===== config.mk =====
export PLATFORM = sky130hd
export DESIGN_NAME = vector_loader_flat
export DESIGN_NICKNAME = d
export VERILOG_FILES = /design/src/rtl/faceverify_pkg.sv /design/src/rtl/vector_loader_if.sv /design/src/rtl/fp32_cmp_ge.sv /design/src/rtl/vector_loader.sv /design/src/flat_wrapper.sv
export SDC_FILE = /design/constraint.sdc
export NUM_CORES = 1
export LEC_CHECK = 0
export BUFFER_PORTS_ARGS = -buffer_cell sky130_fd_sc_hd__buf_2
export CAP_MARGIN = 15
export CORE_AREA = 2 2 255 257
export DETAILED_ROUTE_END_ITERATION = 8
export DIE_AREA = 0 0 257 259
export PLACE_DENSITY = 0.61
export SYNTH_ARGS = -nofsm -noshare
export SYNTH_HDL_FRONTEND = slang
export SYNTH_HIERARCHICAL = 1
export SYNTH_SLANG_ARGS = --single-unit

===== constraint.sdc =====
create_clock -name clk -period 2.55 [get_ports clk]
set_input_delay 0.6375 -clock clk [delete_from_list [all_inputs] [get_ports clk]]
set_output_delay 0.6375 -clock clk [all_outputs]
set_load 0.005 [all_outputs]

===== src/rtl/faceverify_pkg.sv =====
`default_nettype none
// ============================================================================
// Module      : faceverify_pkg
// Description : Shared types and constants for the vector loader: FSM state
//               encoding, default parameter values and fp32 bit patterns.
// Ports       : none (package)
// Revision    : 1.0 - initial release
// ============================================================================
package faceverify_pkg;

    localparam int D_LEN_DEFAULT   = 32;
    localparam int ELE_NUM_DEFAULT = 8;
    localparam int TIMEOUT_DEFAULT = 1024;

    localparam logic [31:0] FP32_ZERO = 32'h0000_0000;
    localparam logic [31:0] FP32_QNAN = 32'h7FC0_0000;

    typedef enum logic [2:0] {
        LOAD_V1 = 3'd0,
        LOAD_V2 = 3'd1,
        START   = 3'd2,
        WAIT    = 3'd3,
        OUT     = 3'd4
    } state_t;

endpackage
`default_nettype wire


===== src/rtl/vector_loader_if.sv =====
`default_nettype none
// ============================================================================
// Module      : vector_loader_if
// Description : Bundles the element stream, MAC control/data and result
//               handshake of the vector loader.
// Ports       : slave  - the loader's view (consumes stream, drives MAC/result)
//               master - the environment's view (opposite directions)
// Revision    : 1.0 - initial release
// ============================================================================
interface vector_loader_if
    import faceverify_pkg::*;
#(
    parameter int D_Len   = D_LEN_DEFAULT,
    parameter int Ele_Num = ELE_NUM_DEFAULT
) ();

    logic                       s_valid;
    logic                       s_ready;
    logic [D_Len-1:0]           s_data;
    logic                       hold_ref;
    logic [D_Len-1:0]           threshold;
    logic                       mac_start;
    logic [D_Len*Ele_Num-1:0]   mac_v1;
    logic [D_Len*Ele_Num-1:0]   mac_v2;
    logic [D_Len-1:0]           mac_result;
    logic                       mac_done;
    logic                       out_valid;
    logic                       out_ready;
    logic [D_Len-1:0]           out_score;
    logic                       out_match;
    logic                       out_err;

    modport slave (
        input  s_valid, s_data, hold_ref, threshold, mac_result, mac_done, out_ready,
        output s_ready, mac_start, mac_v1, mac_v2, out_valid, out_score, out_match, out_err
    );

    modport master (
        output s_valid, s_data, hold_ref, threshold, mac_result, mac_done, out_ready,
        input  s_ready, mac_start, mac_v1, mac_v2, out_valid, out_score, out_match, out_err
    );

endinterface
`default_nettype wire


===== src/rtl/fp32_cmp_ge.sv =====
`default_nettype none
// ============================================================================
// Module      : fp32_cmp_ge
// Description : Combinational IEEE-754 single-precision a >= b.
//               NaN on either side gives 0; +0 and -0 compare equal.
// Ports       : i_a, i_b - fp32 operands
//               o_ge     - 1 when i_a >= i_b
// Revision    : 1.0 - initial release
// ============================================================================
module fp32_cmp_ge
    import faceverify_pkg::*;
(
    input  wire logic [31:0] i_a,
    input  wire logic [31:0] i_b,
    output logic             o_ge
);

    logic w_a_nan;
    logic w_b_nan;
    logic w_both_zero;
    logic w_mag_ge;
    logic w_mag_le;

    assign w_a_nan     = (i_a[30:23] == FP32_QNAN[30:23]) && (i_a[22:0] != 23'd0);
    assign w_b_nan     = (i_b[30:23] == FP32_QNAN[30:23]) && (i_b[22:0] != 23'd0);
    assign w_both_zero = (i_a[30:0] == 31'd0) && (i_b[30:0] == 31'd0);
    // Exponent-above-mantissa layout makes magnitude order equal unsigned order.
    assign w_mag_ge    = (i_a[30:0] >= i_b[30:0]);
    assign w_mag_le    = (i_a[30:0] <= i_b[30:0]);

    always_comb begin
        o_ge = 1'b0;
        if (w_a_nan || w_b_nan) begin
            o_ge = 1'b0;
        end else if (w_both_zero) begin
            o_ge = 1'b1;
        end else begin
            case ({i_a[31], i_b[31]})
                2'b00:   o_ge = w_mag_ge;
                2'b01:   o_ge = 1'b1;
                2'b10:   o_ge = 1'b0;
                default: o_ge = w_mag_le;   // both negative: smaller magnitude wins
            endcase
        end
    end

endmodule
`default_nettype wire


===== src/rtl/vector_loader.sv =====
`default_nettype none
// ============================================================================
// Module      : vector_loader
// Description : Packs a streamed probe vector (v1) and, unless the enrolled
//               reference is reused, a reference vector (v2); launches the
//               MAC, waits for its result with a timeout and presents score,
//               threshold decision and error flag on a valid/ready output.
// Ports       : clk   - rising-edge clock
//               rst_n - asynchronous active-low reset
//               bus   - vector_loader_if.slave (stream, MAC, result)
// Revision    : 1.0 - initial release
// ============================================================================
module vector_loader
    import faceverify_pkg::*;
#(
    parameter int D_Len   = D_LEN_DEFAULT,
    parameter int Ele_Num = ELE_NUM_DEFAULT,
    parameter int TIMEOUT = TIMEOUT_DEFAULT
) (
    input  wire logic       clk,
    input  wire logic       rst_n,
    vector_loader_if.slave  bus
);

    localparam int CW = (Ele_Num > 1) ? $clog2(Ele_Num) : 1;
    localparam int TW = (TIMEOUT > 1) ? $clog2(TIMEOUT) : 1;
    localparam int VW = D_Len * Ele_Num;

    state_t            state_q, state_d;
    logic [CW-1:0]     cnt_q, cnt_d;
    logic [TW-1:0]     wait_cnt_q, wait_cnt_d;
    logic              hold_q, hold_d;
    logic              s_ready_q, s_ready_d;
    logic              mac_start_q, mac_start_d;
    logic [VW-1:0]     mac_v1_q, mac_v1_d;
    logic [VW-1:0]     mac_v2_q, mac_v2_d;
    logic              out_valid_q, out_valid_d;
    logic [D_Len-1:0]  out_score_q, out_score_d;
    logic              out_match_q, out_match_d;
    logic              out_err_q, out_err_d;

    logic              w_beat;
    logic              w_last;
    logic              w_hold;
    logic              w_ge;

    fp32_cmp_ge u_cmp (
        .i_a  (bus.mac_result),
        .i_b  (bus.threshold),
        .o_ge (w_ge)
    );

    assign w_beat = bus.s_valid & s_ready_q;
    assign w_last = (cnt_q == CW'(Ele_Num - 1));
    // On the first beat hold_ref is live; on later beats use the latched copy.
    assign w_hold = (cnt_q == '0) ? bus.hold_ref : hold_q;

    always_comb begin
        state_d     = state_q;
        cnt_d       = cnt_q;
        wait_cnt_d  = wait_cnt_q;
        hold_d      = hold_q;
        mac_v1_d    = mac_v1_q;
        mac_v2_d    = mac_v2_q;
        out_valid_d = out_valid_q;
        out_score_d = out_score_q;
        out_match_d = out_match_q;
        out_err_d   = out_err_q;

        case (state_q)
            LOAD_V1: begin
                if (w_beat) begin
                    mac_v1_d[int'(cnt_q)*D_Len +: D_Len] = bus.s_data;
                    if (cnt_q == '0) begin
                        hold_d = bus.hold_ref;
                    end
                    if (w_last) begin
                        cnt_d   = '0;
                        state_d = w_hold ? START : LOAD_V2;
                    end else begin
                        cnt_d = cnt_q + CW'(1);
                    end
                end
            end
            LOAD_V2: begin
                if (w_beat) begin
                    mac_v2_d[int'(cnt_q)*D_Len +: D_Len] = bus.s_data;
                    if (w_last) begin
                        cnt_d   = '0;
                        state_d = START;
                    end else begin
                        cnt_d = cnt_q + CW'(1);
                    end
                end
            end
            START: begin
                wait_cnt_d = '0;
                state_d    = WAIT;
            end
            WAIT: begin
                // A result in the final waiting cycle still beats the timeout.
                if (bus.mac_done) begin
                    out_score_d = bus.mac_result;
                    out_match_d = w_ge;
                    out_err_d   = 1'b0;
                    out_valid_d = 1'b1;
                    state_d     = OUT;
                end else if (wait_cnt_q == TW'(TIMEOUT - 1)) begin
                    out_score_d = D_Len'(FP32_ZERO);
                    out_match_d = 1'b0;
                    out_err_d   = 1'b1;
                    out_valid_d = 1'b1;
                    state_d     = OUT;
                end else begin
                    wait_cnt_d = wait_cnt_q + TW'(1);
                end
            end
            OUT: begin
                if (bus.out_ready) begin
                    out_valid_d = 1'b0;
                    state_d     = LOAD_V1;
                end
            end
            default: begin
                state_d = LOAD_V1;
            end
        endcase

        // Registered strobes follow the next state so they line up with it.
        s_ready_d   = (state_d == LOAD_V1) || (state_d == LOAD_V2);
        mac_start_d = (state_d == START);
    end

    always_ff @(posedge clk or negedge rst_n) begin
        if (!rst_n) begin
            state_q     <= LOAD_V1;
            cnt_q       <= '0;
            wait_cnt_q  <= '0;
            hold_q      <= 1'b0;
            s_ready_q   <= 1'b0;
            mac_start_q <= 1'b0;
            mac_v1_q    <= '0;
            mac_v2_q    <= '0;
            out_valid_q <= 1'b0;
            out_score_q <= '0;
            out_match_q <= 1'b0;
            out_err_q   <= 1'b0;
        end else begin
            state_q     <= state_d;
            cnt_q       <= cnt_d;
            wait_cnt_q  <= wait_cnt_d;
            hold_q      <= hold_d;
            s_ready_q   <= s_ready_d;
            mac_start_q <= mac_start_d;
            mac_v1_q    <= mac_v1_d;
            mac_v2_q    <= mac_v2_d;
            out_valid_q <= out_valid_d;
            out_score_q <= out_score_d;
            out_match_q <= out_match_d;
            out_err_q   <= out_err_d;
        end
    end

    assign bus.s_ready   = s_ready_q;
    assign bus.mac_start = mac_start_q;
    assign bus.mac_v1    = mac_v1_q;
    assign bus.mac_v2    = mac_v2_q;
    assign bus.out_valid = out_valid_q;
    assign bus.out_score = out_score_q;
    assign bus.out_match = out_match_q;
    assign bus.out_err   = out_err_q;

endmodule
`default_nettype wire


===== src/flat_wrapper.sv =====
// flat-port wrapper written by rule: the top's interface ports become plain ports
module vector_loader_flat import faceverify_pkg::*;
#(
    parameter int D_Len   = D_LEN_DEFAULT,
    parameter int Ele_Num = ELE_NUM_DEFAULT,
    parameter int TIMEOUT = TIMEOUT_DEFAULT
)
  (clk, rst_n, bus_s_valid, bus_s_data, bus_hold_ref, bus_threshold, bus_mac_result, bus_mac_done, bus_out_ready, bus_s_ready, bus_mac_start, bus_mac_v1, bus_mac_v2, bus_out_valid, bus_out_score, bus_out_match, bus_out_err);
  vector_loader_if #(.D_Len(D_Len), .Ele_Num(Ele_Num)) bus_i ();
  input  wire logic clk;
  input  wire logic rst_n;
  input wire logic [$bits(bus_i.s_valid)-1:0] bus_s_valid;
  input wire logic [$bits(bus_i.s_data)-1:0] bus_s_data;
  input wire logic [$bits(bus_i.hold_ref)-1:0] bus_hold_ref;
  input wire logic [$bits(bus_i.threshold)-1:0] bus_threshold;
  input wire logic [$bits(bus_i.mac_result)-1:0] bus_mac_result;
  input wire logic [$bits(bus_i.mac_done)-1:0] bus_mac_done;
  input wire logic [$bits(bus_i.out_ready)-1:0] bus_out_ready;
  output wire logic [$bits(bus_i.s_ready)-1:0] bus_s_ready;
  output wire logic [$bits(bus_i.mac_start)-1:0] bus_mac_start;
  output wire logic [$bits(bus_i.mac_v1)-1:0] bus_mac_v1;
  output wire logic [$bits(bus_i.mac_v2)-1:0] bus_mac_v2;
  output wire logic [$bits(bus_i.out_valid)-1:0] bus_out_valid;
  output wire logic [$bits(bus_i.out_score)-1:0] bus_out_score;
  output wire logic [$bits(bus_i.out_match)-1:0] bus_out_match;
  output wire logic [$bits(bus_i.out_err)-1:0] bus_out_err;
  assign bus_i.s_valid = bus_s_valid;
  assign bus_i.s_data = bus_s_data;
  assign bus_i.hold_ref = bus_hold_ref;
  assign bus_i.threshold = bus_threshold;
  assign bus_i.mac_result = bus_mac_result;
  assign bus_i.mac_done = bus_mac_done;
  assign bus_i.out_ready = bus_out_ready;
  assign bus_s_ready = bus_i.s_ready;
  assign bus_mac_start = bus_i.mac_start;
  assign bus_mac_v1 = bus_i.mac_v1;
  assign bus_mac_v2 = bus_i.mac_v2;
  assign bus_out_valid = bus_i.out_valid;
  assign bus_out_score = bus_i.out_score;
  assign bus_out_match = bus_i.out_match;
  assign bus_out_err = bus_i.out_err;
  vector_loader #(.D_Len(D_Len), .Ele_Num(Ele_Num), .TIMEOUT(TIMEOUT)) u_core (.clk(clk), .rst_n(rst_n), .bus(bus_i));
endmodule

==> results of run 1 <==
worst min path at each step:
stage	start	endpoint	cells after the start
2_1_floorplan	rst_n	u_core/bus.mac_start	0
3_3_place_gp	u_core/bus.mac_v1[46]	u_core/bus.mac_v1[46]	1
3_5_place_dp	u_core/bus.mac_v1[122]	u_core/bus.mac_v1[122]	1
4_1_cts	bus_hold_ref	u_core/hold_q	2
5_1_grt	bus_hold_ref	u_core/hold_q	2
6_report	bus_out_ready	u_core/state_q[2]	2
logic make-up (layout without fill, tap and decap cells):
logic type	after synthesis	after routing	share of synthesized area [%]
other	0	1	0
buffers and inverters	160	967	3.18
AO/OA/AOI/OAI	122	122	3.59
multiplexers	484	484	24.0
adder cells (fa/ha/maj)	38	38	2.03
flip-flops	566	566	60.4
AND/OR/NAND/NOR	281	281	6.66
XOR/XNOR	2	2	0.0747
critical path, delay by kind of cell, from the launching register on:
family                     cells  cell delay (ns)
and+or+nand+nor                1             0.67
adders and majority gates      2             0.50
buffers and inverters          3             0.41
DFF                            1             0.35
muxes                          1             0.27
AOI/OAI and AO/OA              1             0.11
stage by stage:
step                      cells  cell area (um2)  TNS, ns
after floorplan            1653            23500        0
after global placement     3202            28700    -3.46
after detailed placement   3202            28700    -5.57
after CTS                  3311            30700        0
after global routing       3316            30800        0
final                      3316            30800        0
metal layers:
layer	global-route usage, %	up-vias
li1	-	7372
met1	28.7	8660
met2	41.0	560
met3	6.08	144
met4	7.70	4
met5	0	-
cells in the mapped netlist (10+ instances only):
cell,number,share of area (%)
nand4_1,10,0.27
o21ai_0,12,0.26
clkbuf_1,33,0.53
a22o_1,33,1.2
mux2_2,329,16
and3_1,56,1.5
a21oi_1,17,0.36
nor2_1,16,0.26
o21ai_1,30,0.64
nor3_1,10,0.21
inv_1,73,1.2
mux2i_1,30,1.3
mux2_4,60,3.8
ha_1,38,2.0
buf_2,35,0.75
and2_1,43,1.1
nand3_1,14,0.30
nor4_1,15,0.40
nand2_1,83,1.3
mux2_1,65,3.1
dfrtp_1,566,60
registers in the layout, summed over array words and instances (netlist names):
signal                count
u_core/bus.mac_v2       256
u_core/bus.mac_start      1
u_core/state_q            3
u_core/bus.mac_v1       256
u_core/bus.out_score     32
u_core/cnt_q              3
u_core/wait_cnt_q        10
u_core/hold_q             1
u_core/bus.out_err        1
u_core/bus.out_match      1
u_core/bus.s_ready        1
u_core/bus.out_valid      1
repair_timing:
item,4_1_cts,5_1_grt
setup endpoints to repair,189,90
endpoints found under the hold margin,26,0
cloned,0,2
hold buffers,1,0
pin swaps,1,1
buffers inserted,3,2
resized for setup,3,7
cells in the final DEF (no fill, tap or decap), types with 5 or more instances in the layout:
| cell | n |
|---|---|
| buf_2 | 649 |
| dfrtp_1 | 565 |
| mux2_2 | 329 |
| buf_4 | 107 |
| nand2_1 | 76 |
| inv_1 | 73 |
| mux2_1 | 65 |
| clkbuf_16 | 61 |
| mux2_4 | 60 |
| and3_1 | 56 |
| and2_1 | 40 |
| ha_1 | 35 |
| a22o_1 | 33 |
| o21ai_1 | 30 |
| mux2i_1 | 30 |
| buf_12 | 26 |
| nor2_1 | 16 |
| a21oi_1 | 16 |
| clkinv_2 | 15 |
| nor4_1 | 15 |
| nand3_1 | 14 |
| clkbuf_8 | 12 |
| o21ai_0 | 12 |
| nand4_1 | 10 |
| nor3_1 | 10 |
| nand2_2 | 7 |
| o211ai_1 | 7 |
| clkbuf_1 | 6 |
| o31ai_1 | 6 |
| or3_1 | 5 |
power groups by stage:
| stage | sequential, mW | clock (mW) | combinational (mW) |
|---|---|---|---|
| after detailed placement | 13.5 | 0 | 10.9 |
| final | 13.4 | 8.66 | 10.9 |
| after global placement | 13.3 | 0 | 10.7 |
| after floorplan | 13.6 | 0 | 4.64 |
| after global routing | 13.7 | 9.22 | 11.7 |
| after CTS | 13.4 | 8.87 | 11.0 |
cell type report:
cell class / count / area [um2] / share of cell area (%)
inverters: 73 / 274 / 0.890
flip-flops and latches: 566 / 14200 / 46.0
clock buffers: 77 / 1660 / 5.40
diodes: 1 / 2.50 / 0.00813
multi-input cells: 927 / 8640 / 28.1
clock inverters: 28 / 292 / 0.947
well taps: 855 / 1070 / 3.47
repair buffers: 789 / 4680 / 15.2
==> metrics.txt, run 1 <==
Pwr Total 32.9 mW; clock latency on the worst-skew pair ~0.63 ns; Crit. Startpoint u_core/cnt_q[0]; NetSw roughly 11 mW; Fillers 5773; worst hold path class input pin to register; DRC Markers 0; share of cells above drive strength 1 between 50% and 60%; I/O Pins ~650; synthesized area per cell between 10 and 15 um2; GRT Total Usage 23.6%; r2r worst-path depth 8; critical path class register to register; met2 WL 40100 um; max layer used met5; first-pass GRT wire length ~120000 um; HPWL after detailed placement 60000 um; FP Rows 93; status finished, final reports clean; Final nets around 2600; number of synthesized flops with an enable pin 0; max incr delay on CP between 0.6 and 0.7 ns; Critical Path End Type register; CTS Root Cell clkbuf_16; drt first pass iters 5; sequential cell area fraction in the yosys report between 60% and 70%; I/O Buffers 650; dominant synthesized flop cell dfrtp_1; pwr dens roughly 1100 nW/um2; Slew Limit Fails 0; Critical Path Sink u_core/bus.mac_v1[93]; Max Cap Viol 0; Num CTS Buffers 59; die height 259 um; Slowest-stage cell, CP or4_2; via count roughly 17000; P_int 22.0 mW; post-synth net total around 1800; vias in the first global route 17903; core area 63900 um2; Distinct cells, synth 55; CTS tree yes; CTS Sinks roughly 570; Critical Path Start Type register; GR Overflow Total 0; Max FO, Critical Path 20; Net Sw Frac between 30% and 40%; Core Util, Final ~48%; hold_ws between 0.3 and 0.4 ns; via density per instance 5.05; post-synthesis cell area approximately 23000 um2; reg2reg end u_core/bus.mac_v1[93]; CP Cell Sequence inv_1, ha_1, ha_4, buf_4, o31ai_2, or4_2, buf_12, mux2_2; min Tclk post-route roughly 2.5 ns; CTS max path bufs 3; sequential share of power 40.6%; RR Startpoint u_core/cnt_q[0]; H-tree depth 2; worst vdd ir 600 uV; crit path DAT between 2 and 3 ns; asr flop ratio synth 100%; post-DR wirelength/cell 24.3 um; GPL Wtd Cong 0.908; largest net degree at the start of global routing 83; Syn-to-layout area delta 31.3%; Detailed Route WL 80700 um; final hold violations 0; Die ar. 66600 um2; Worst-Margin Slew around 0.86 ns; pre-CTS setup slack -0.345 ns; Mapped Cells between 1500 and 2000; clock share of power between 20% and 30%; post-synthesis register bit count around 570; Final ANT Viol Nets 0; RSZ-0062 raised after global routing no; Yosys Warn Count 6; CTS clock-pin slew for the worst setup and hold paths approximately 0.060 ns; Fmax between 400 and 500 MHz; leak pwr between 15 and 20 nW; initial antenna violation count 3; Tcrit/Tclk final slightly below 100%; met3 routed WL 5310 um; r2r setup slk 0.08 ns; combinational group share of total power 33.1%; Slew HR between 40% and 50%; DIE WIDTH 257 um; final setup violation count 0; drt first-iter violations around 860; WL met1 32500 um; initial core utilization 36.7%; clk_skew about 0.038 ns; setup ws final approximately 0.084 ns; Crit path required time slightly above 3 ns
(Power assumes the default switching activity.)
==> inputs of run 2 (changes only) <==
ABC_AREA = 1   (was not set)
CORE_AREA = 2 2 254 256   (was 2 2 255 257)
DIE_AREA = 0 0 256 258   (was 0 0 257 259)
PLACE_DENSITY = not set   (was 0.61)
PLACE_DENSITY_LB_ADDON = 0.08   (was not set)
==> metrics.txt, run 2 <==
Synth Area in Simple Gates 23.4% (+17 points); leak pwr 16.8 nW (-2.6%); CTS tree yes; post-synth net total 2793 (+56%); Max Cap Viol 0 (unchanged); most common cell in the netlist nand2_1; max incr delay on CP 0.43 ns (-0.24 ns); Mapped Cells 2653 (+60%); Final ANT Viol Nets 0 (unchanged); Min-Delay Startpoint bus_mac_result[21]; number of synthesized flops with an enable pin 0 (unchanged); initial antenna violation count 11 (+8); reg2reg end u_core/bus.mac_v2[199]; worst vdd ir 661 uV (+10%); dominant synthesized flop cell dfrtp_1; sequential cell area fraction in the yosys report 59.8% (-0.62 points); final setup violation count 0 (unchanged); post-synthesis cell area 23700 um2 (+1.0%); first-pass GRT wire length 136000 um (+15%); die height 258 um (-0.39%); Synth top area share 59.8% (-0.62 points); vias in the first global route 20614 (+15%); post-DR wirelength/cell 21.7 um (-11%); via density per instance 4.93 (-2.4%); pwr dens 1170 nW/um2 (+9.2%); RR Startpoint u_core/cnt_q[0]; GR Overflow Total 0 (unchanged); hold path depth 3 (+1); Distinct cells, synth 39 (-29%); Critical Path End Type register; most used cell, CP nand2_1; largest family of logic cells by synthesized area simple AND/OR/NAND/NOR gates; critical path class register to register; DRC Markers 0 (unchanged); Fmax 425 MHz (+4.9%); I/O Buffers 650 (unchanged); clock latency on the worst-skew pair 0.63 ns (about the same); r2r worst-path depth 11 (+3); CP Cell Sequence inv_2, ha_2, ha_1, inv_1, nand2_1, nor2_1, nand2_2, inv_2, buf_4, nand2_1, nand2_1; setup_tns 0 ns (unchanged); CTS Sinks 566 (unchanged); xor and xnor area share after synthesis 0.0740% (-0.00076 points); synthesized area per cell 8.93 um2 (-37%); share of cells above drive strength 1 27.4% (-26 points); Num CTS Buffers 61 (+3.4%); core area 63600 um2 (-0.36%); mux cell area share after synthesis 0% (-24 points); Post-Synth Adder-Cell Area 2.01% (-0.021 points); Critical Path Start Type register; min Tclk post-route 2.35 ns (-0.114 ns); Crit. Startpoint u_core/cnt_q[0]; HPWL after detailed placement 67200 um (+12%); FP Rows 93 (unchanged); worst hold path class input pin to register; CTS clock-pin slew for the worst setup and hold paths 0.06 ns (about the same); initial core utilization 37.2% (+0.51 points); clk_skew 0.0230 ns (-0.0149 ns); Compound-Gate Fraction of Synth Area 9.30% (+5.7 points); post-synthesis register bit count 566 (unchanged); I/O Pins 651 (unchanged); Hold EP u_core/bus.out_score[21]; DIE WIDTH 256 um (-0.39%); largest cells by area after synthesis dfrtp_1 (60%), nand2_1 (16%), o21ai_0 (4.5%); cell taking the most area after synthesis dfrtp_1; Slew Limit Fails 0 (unchanged); Die ar. 66000 um2 (-0.77%); Yosys Warn Count 6 (unchanged); drt first-iter violations 1549 (+80%); Syn-to-layout area delta 27.4%; largest net degree at the start of global routing 68 (-18%); Fillers 6356 (+10%); RSZ-0062 raised after global routing no; most frequent cells in the layout nand2_1 (1036), buf_2 (649), dfrtp_1 (566); Final nets 3439 (+35%); most common cell after layout, fill and taps aside nand2_1; Max FO, Critical Path 12 (-40%); Worst-Margin Slew 0.782 ns (-0.0737 ns); GRT Total Usage 27.2% (+3.6 points); Tcrit/Tclk final 92.2% (-4.5 points); Post-synth top cells nand2_1 (1037), dfrtp_1 (566), o21ai_0 (211); CTS max path bufs 3 (unchanged); Slowest-stage cell, CP dfrtp_1; r2r setup slk 0.20 ns (+0.11 ns); status finished, final reports clean; crit path DAT 2.92 ns (-0.02 ns); final hold violations 0 (unchanged); CTS Root Cell clkbuf_16; Slew HR 47.3% (+4.8 points); Detailed Route WL 91200 um (+13%); Area after DPL 28100 um2 (-2.1%); GPL Wtd Cong 0.915 (+0.75%); asr flop ratio synth 100% (unchanged); Finished Cell Area 30200 um2 (-2.0%); drt first pass iters 5 (unchanged); setup bufs post-CTS 0 (-3); via count 20727 (+24%); H-tree depth 2 (unchanged); Crit path required time 3.12 ns (+0.10 ns)
[run 2: cell count changes after synthesis, moves of 64 or more]
cell,change
nand3_1,+76
mux2_1,-65
mux2_2,-329
inv_1,+65
nor2_1,+154
o21ai_0,+199
o21ai_2,+64
o21ai_1,+68
nand2_1,+954
[run 2: power breakdown]
group	switching, mW	total, mW	internal [mW]
clock network	3.69	9.19	5.49
logic	8.00	12.3	4.31
registers	1.75	13.8	12.0
[run 2: cells by family after synthesis]
group           Yosys count
flops                   566
xor+xnor                  2
fa+ha+maj                38
simple gates           1373
buf+inv                 284
compound gates          390
[run 2: worst max-delay path by stage]
stage,endpoint,slack [ns],depth (start not counted)
final,u_core/bus.mac_v2[199],0.20,11
after global routing,u_core/bus.mac_v2[199],0.03,11
after CTS,u_core/bus.mac_v1[11],0.17,9
after detailed placement,u_core/bus.mac_v1[11],0.21,9
after global placement,u_core/bus.out_match,0.28,16
after floorplan,u_core/bus.mac_v2[10],0.54,10
[run 2: cell type report]
class	count	area [um2]	share of cell area [%]
clock inverter	20	289	0.958
inverter	151	572	1.89
antenna	6	15.0	0.0498
multi-input combinational	1803	8250	27.4
clock buffer	90	1780	5.89
timing repair buffer	716	4040	13.4
sequential	566	14200	46.9
tap	855	1070	3.55
[run 2: per-stage QoR]
step / total power [mW] / instances / hold slack [ns] / worst slack (ns) / util, %
after floorplan: 19.4 / 2653 / 0.342 / 0.536 / -
after global placement: 26.1 / 4090 / 0.450 / 0.285 / 44.1
after detailed placement: 26.3 / 4090 / 0.454 / 0.206 / 44.1
after global routing: 37.5 / 4206 / 0.288 / 0.0290 / 47.4
after CTS: 35.6 / 4201 / 0.267 / 0.173 / 47.4
final: 35.3 / 4207 / 0.294 / 0.198 / 47.4
[run 2: what timing repair did]
| item | CTS | global route |
|---|---|---|
| endpoints found under the hold margin | 32 | 0 |
| setup endpoints to repair | 0 | 4 |
| gates resized for setup | 0 | 1 |
| hold buffers | 1 | 0 |
[run 2: routing by layer]
metal / global-route usage (%) / vias to the layer above / part of all wire, %
met5: 0 / - / 0
li1: - / 9736 / -
met2: 44.9 / 783 / 47
met1: 34.5 / 10053 / 41
met3: 7.18 / 155 / 8.0
met4: 10.2 / 0 / 4.0
[run 2: worst max-delay path, delay by kind of cell, from the launching register on]
family                   cells  cell delay [ns]
adder cells (fa/ha/maj)      2             0.50
AND/OR/NAND/NOR              5             0.69
flip-flops                   1             0.43
buffers and inverters        4             0.67
==> inputs of run 3 (changes only) <==
SYNTH_HIERARCHICAL = not set   (was 1)
==> metrics.txt, run 3 <==
Critical Path End Type register; post-DR wirelength/cell 21.2 um (-2.2%); Fmax 431 MHz (+1.4%); Critical Path Start Type register; Final ANT Viol Nets 0 (unchanged); Net Sw Frac 35.4% (-2.8 points); I/O Pins 651 (unchanged); I/O Buffers 650 (unchanged); Min-Delay Startpoint bus_mac_done; synthesized area per cell 9.70 um2 (+8.7%); setup_tns 0 ns (unchanged); crit path DAT 2.79 ns (-0.13 ns); post-synthesis register bit count 566 (unchanged); GPL Wtd Cong 0.870 (-4.9%); final hold violations 0 (unchanged); DIE WIDTH 256 um (unchanged); CP Cell Sequence inv_1, ha_1, ha_1, nor4_2, nand2_2, buf_12, nand2_1, o21ai_0; die height 258 um (unchanged); DRC Markers 0 (unchanged); Pwr Total 33.6 mW (-4.5%); worst hold path class input pin to register; RSZ-0062 raised after global routing no; cell taking the most area after synthesis dfrtp_1; P_int 21.7 mW (-0.28%); HPWL after detailed placement 60100 um (-10%); RR Startpoint u_core.cnt_q[1]; initial core utilization 34.4% (-2.8 points); most common cell after layout, fill and taps aside nand2_1; reg2reg end u_core.bus.mac_v1[8]; drt first pass iters 5 (unchanged); most frequent cells in the layout nand2_1 (668), buf_2 (649), dfrtp_1 (565); Post-synth top cells nand2_1 (669), dfrtp_1 (566), o21ai_0 (529); Max FO, Critical Path 48 (+36); status finished, final reports clean; PostCTS Resize Cnt 0 (unchanged); Crit path required time 3.02 ns (-0.10 ns); H-tree depth 2 (unchanged); final setup violation count 0 (unchanged); leak pwr 15.3 nW (-8.6%); drt first-iter violations 1326 (-14%); r2r worst-path depth 8 (-3); GRT Max-Usage Layer met2; vias in the first global route 18437 (-11%); asr flop ratio synth 100% (unchanged); Slew Limit Fails 0 (unchanged); Num CTS Buffers 61 (unchanged); Tcrit/Tclk final 90.9% (-1.3 points); critical path class register to register; Worst-Margin Slew 0.916 ns (+0.134 ns); CTS tree yes; Synth top area share 64.7% (+4.9 points); core area 63600 um2 (unchanged); Syn-to-layout area delta 30.0%; Distinct cells, synth 34 (-13%); FP Rows 93 (unchanged); Final nets 3051 (-11%); post-synthesis cell area 21900 um2 (-7.6%); Slew HR 38.9% (-8.5 points); most common cell in the netlist nand2_1; GRT met2 Usage 41.9% (-3.0 points); first-pass GRT wire length 121000 um (-11%); most used cell, CP ha_1; Hold EP u_core.bus.out_err; Mapped Cells 2257 (-15%); Die ar. 66000 um2 (unchanged); min Tclk post-route 2.32 ns (-0.0328 ns); largest cells by area after synthesis dfrtp_1 (65%), o21ai_0 (12%), nand2_1 (11%); largest net degree at the start of global routing 65 (-4.4%); via count 18206 (-12%); Yosys Warn Count 0 (-6); Max Cap Viol 0 (unchanged); r2r setup slk 0.23 ns (+0.03 ns); setup bufs post-CTS 0 (unchanged); GR Util met1 29.4% (-5.2 points); dominant synthesized flop cell dfrtp_1; NetSw 11.9 mW (-11%); combinational group share of total power 30.9% (-4.0 points); clk_skew 0.0205 ns (-0.00249 ns); clock share of power 27.5% (+1.4 points); clock latency on the worst-skew pair 0.62 ns (about the same); Crit. Startpoint u_core.cnt_q[1]; hold path depth 2 (-1); initial antenna violation count 8 (-3); post-synth net total 2395 (-14%); sequential share of power 41.7% (+2.7 points); sequential cell area fraction in the yosys report 64.7% (+4.9 points); Detailed Route WL 81100 um (-11%); CTS max path bufs 3 (unchanged); worst vdd ir 561 uV (-15%); CTS Sinks 566 (unchanged); number of synthesized flops with an enable pin 0 (unchanged); hold_ws 0.252 ns (-0.0413 ns); max incr delay on CP 0.40 ns (-0.03 ns); met3 Use GR 6.02% (-1.2 points); pwr dens 1180 nW/um2 (+1.2%); share of cells above drive strength 1 28.4% (+1.0 points); CTS clock-pin slew for the worst setup and hold paths 0.06 ns (about the same); via density per instance 4.76 (-3.4%); Slowest-stage cell, CP dfrtp_1; GR Overflow Total 0 (unchanged); GRT Total Usage 24.3% (-3.0 points); CTS Root Cell clkbuf_16
run 3: changes by cell type in the layout (fill, tap and decap cells not counted), moves of 7 or more:
cell / change
nand2_1: -368
o21ai_0: +318
nor2_1: -109
o21ai_1: -83
nand3_1: -68
o21ai_2: -64
nor3_1: -16
inv_1: +14
clkbuf_8: +12
buf_12: -11
inv_2: -7
run 3: layout make-up:
cell class	count	area [um2]
fill	6300	35200
clock buffer	96	1920
sequential	566	14200
antenna	4	10.0
multi-input combinational	1423	6680
clock inverter	19	213
inverter	156	586
tap	855	1070
timing repair buffer	705	3820
run 3: worst max path at each step:
stage | endpoint | slack (ns) | cells after the start
after floorplan | u_core.bus.mac_v1[132] | 0.31 | 11
after global placement | u_core.bus.mac_v2[187] | 0.31 | 10
after detailed placement | u_core.bus.mac_v1[8] | 0.21 | 9
after CTS | u_core.bus.mac_v1[8] | 0.23 | 8
after global routing | u_core.bus.mac_v2[72] | 0.03 | 10
final | u_core.bus.mac_v1[8] | 0.23 | 8
run 3: power groups by stage:
stage | clock [mW] | sequential [mW] | combinational [mW]
final | 9.24 | 14.0 | 10.4
after global routing | 9.85 | 14.4 | 11.6
after CTS | 9.48 | 14.0 | 10.7
after detailed placement | 0 | 14.1 | 10.6
after global placement | 0 | 14.0 | 10.5
after floorplan | 0 | 14.3 | 3.99
run 3: what timing repair did:
action / in CTS / in global routing
endpoints found under the setup margin: 0 / 0
hold buffers: 1 / 0
hold endpoints to repair: 33 / 0
run 3: stage by stage:
step / utilization [%] / setup WS, ns / area [um2] / instances
floorplan: - / 0.306 / 21900 / 2257
global placement: 41.3 / 0.305 / 26300 / 3704
detailed placement: 41.3 / 0.213 / 26300 / 3704
CTS: 44.7 / 0.234 / 28500 / 3820
global route: 44.7 / 0.0281 / 28500 / 3821
finish: 44.7 / 0.231 / 28500 / 3824
run 3: layer usage:
layer,vias up,share of wire (%)
li1,8647,-
met1,8836,40
met2,580,49
met3,137,6.4
met4,6,3.8
met5,-,0.052
run 3: worst max-delay path: cells and delay by family (launching register included):
family	cells	cell delay (ns)
AND/OR/NAND/NOR	3	0.77
adder cells (fa/ha/maj)	2	0.54
flip-flops	1	0.40
buffers and inverters	2	0.34
AO/OA/AOI/OAI	1	0.09
run 3: cell families (layout without fill, tap and decap cells):
| logic type | Yosys count | after routing | synth area share, % |
|---|---|---|---|
| XOR/XNOR | 3 | 3 | 0.120 |
| multiplexers | 1 | 1 | 0.0514 |
| adder cells (fa/ha/maj) | 36 | 36 | 2.06 |
| flip-flops | 566 | 566 | 64.7 |
| AO/OA/AOI/OAI | 572 | 572 | 13.2 |
| other | 0 | 4 | 0 |
| buffers and inverters | 268 | 976 | 4.79 |
| AND/OR/NAND/NOR | 811 | 811 | 15.1 |
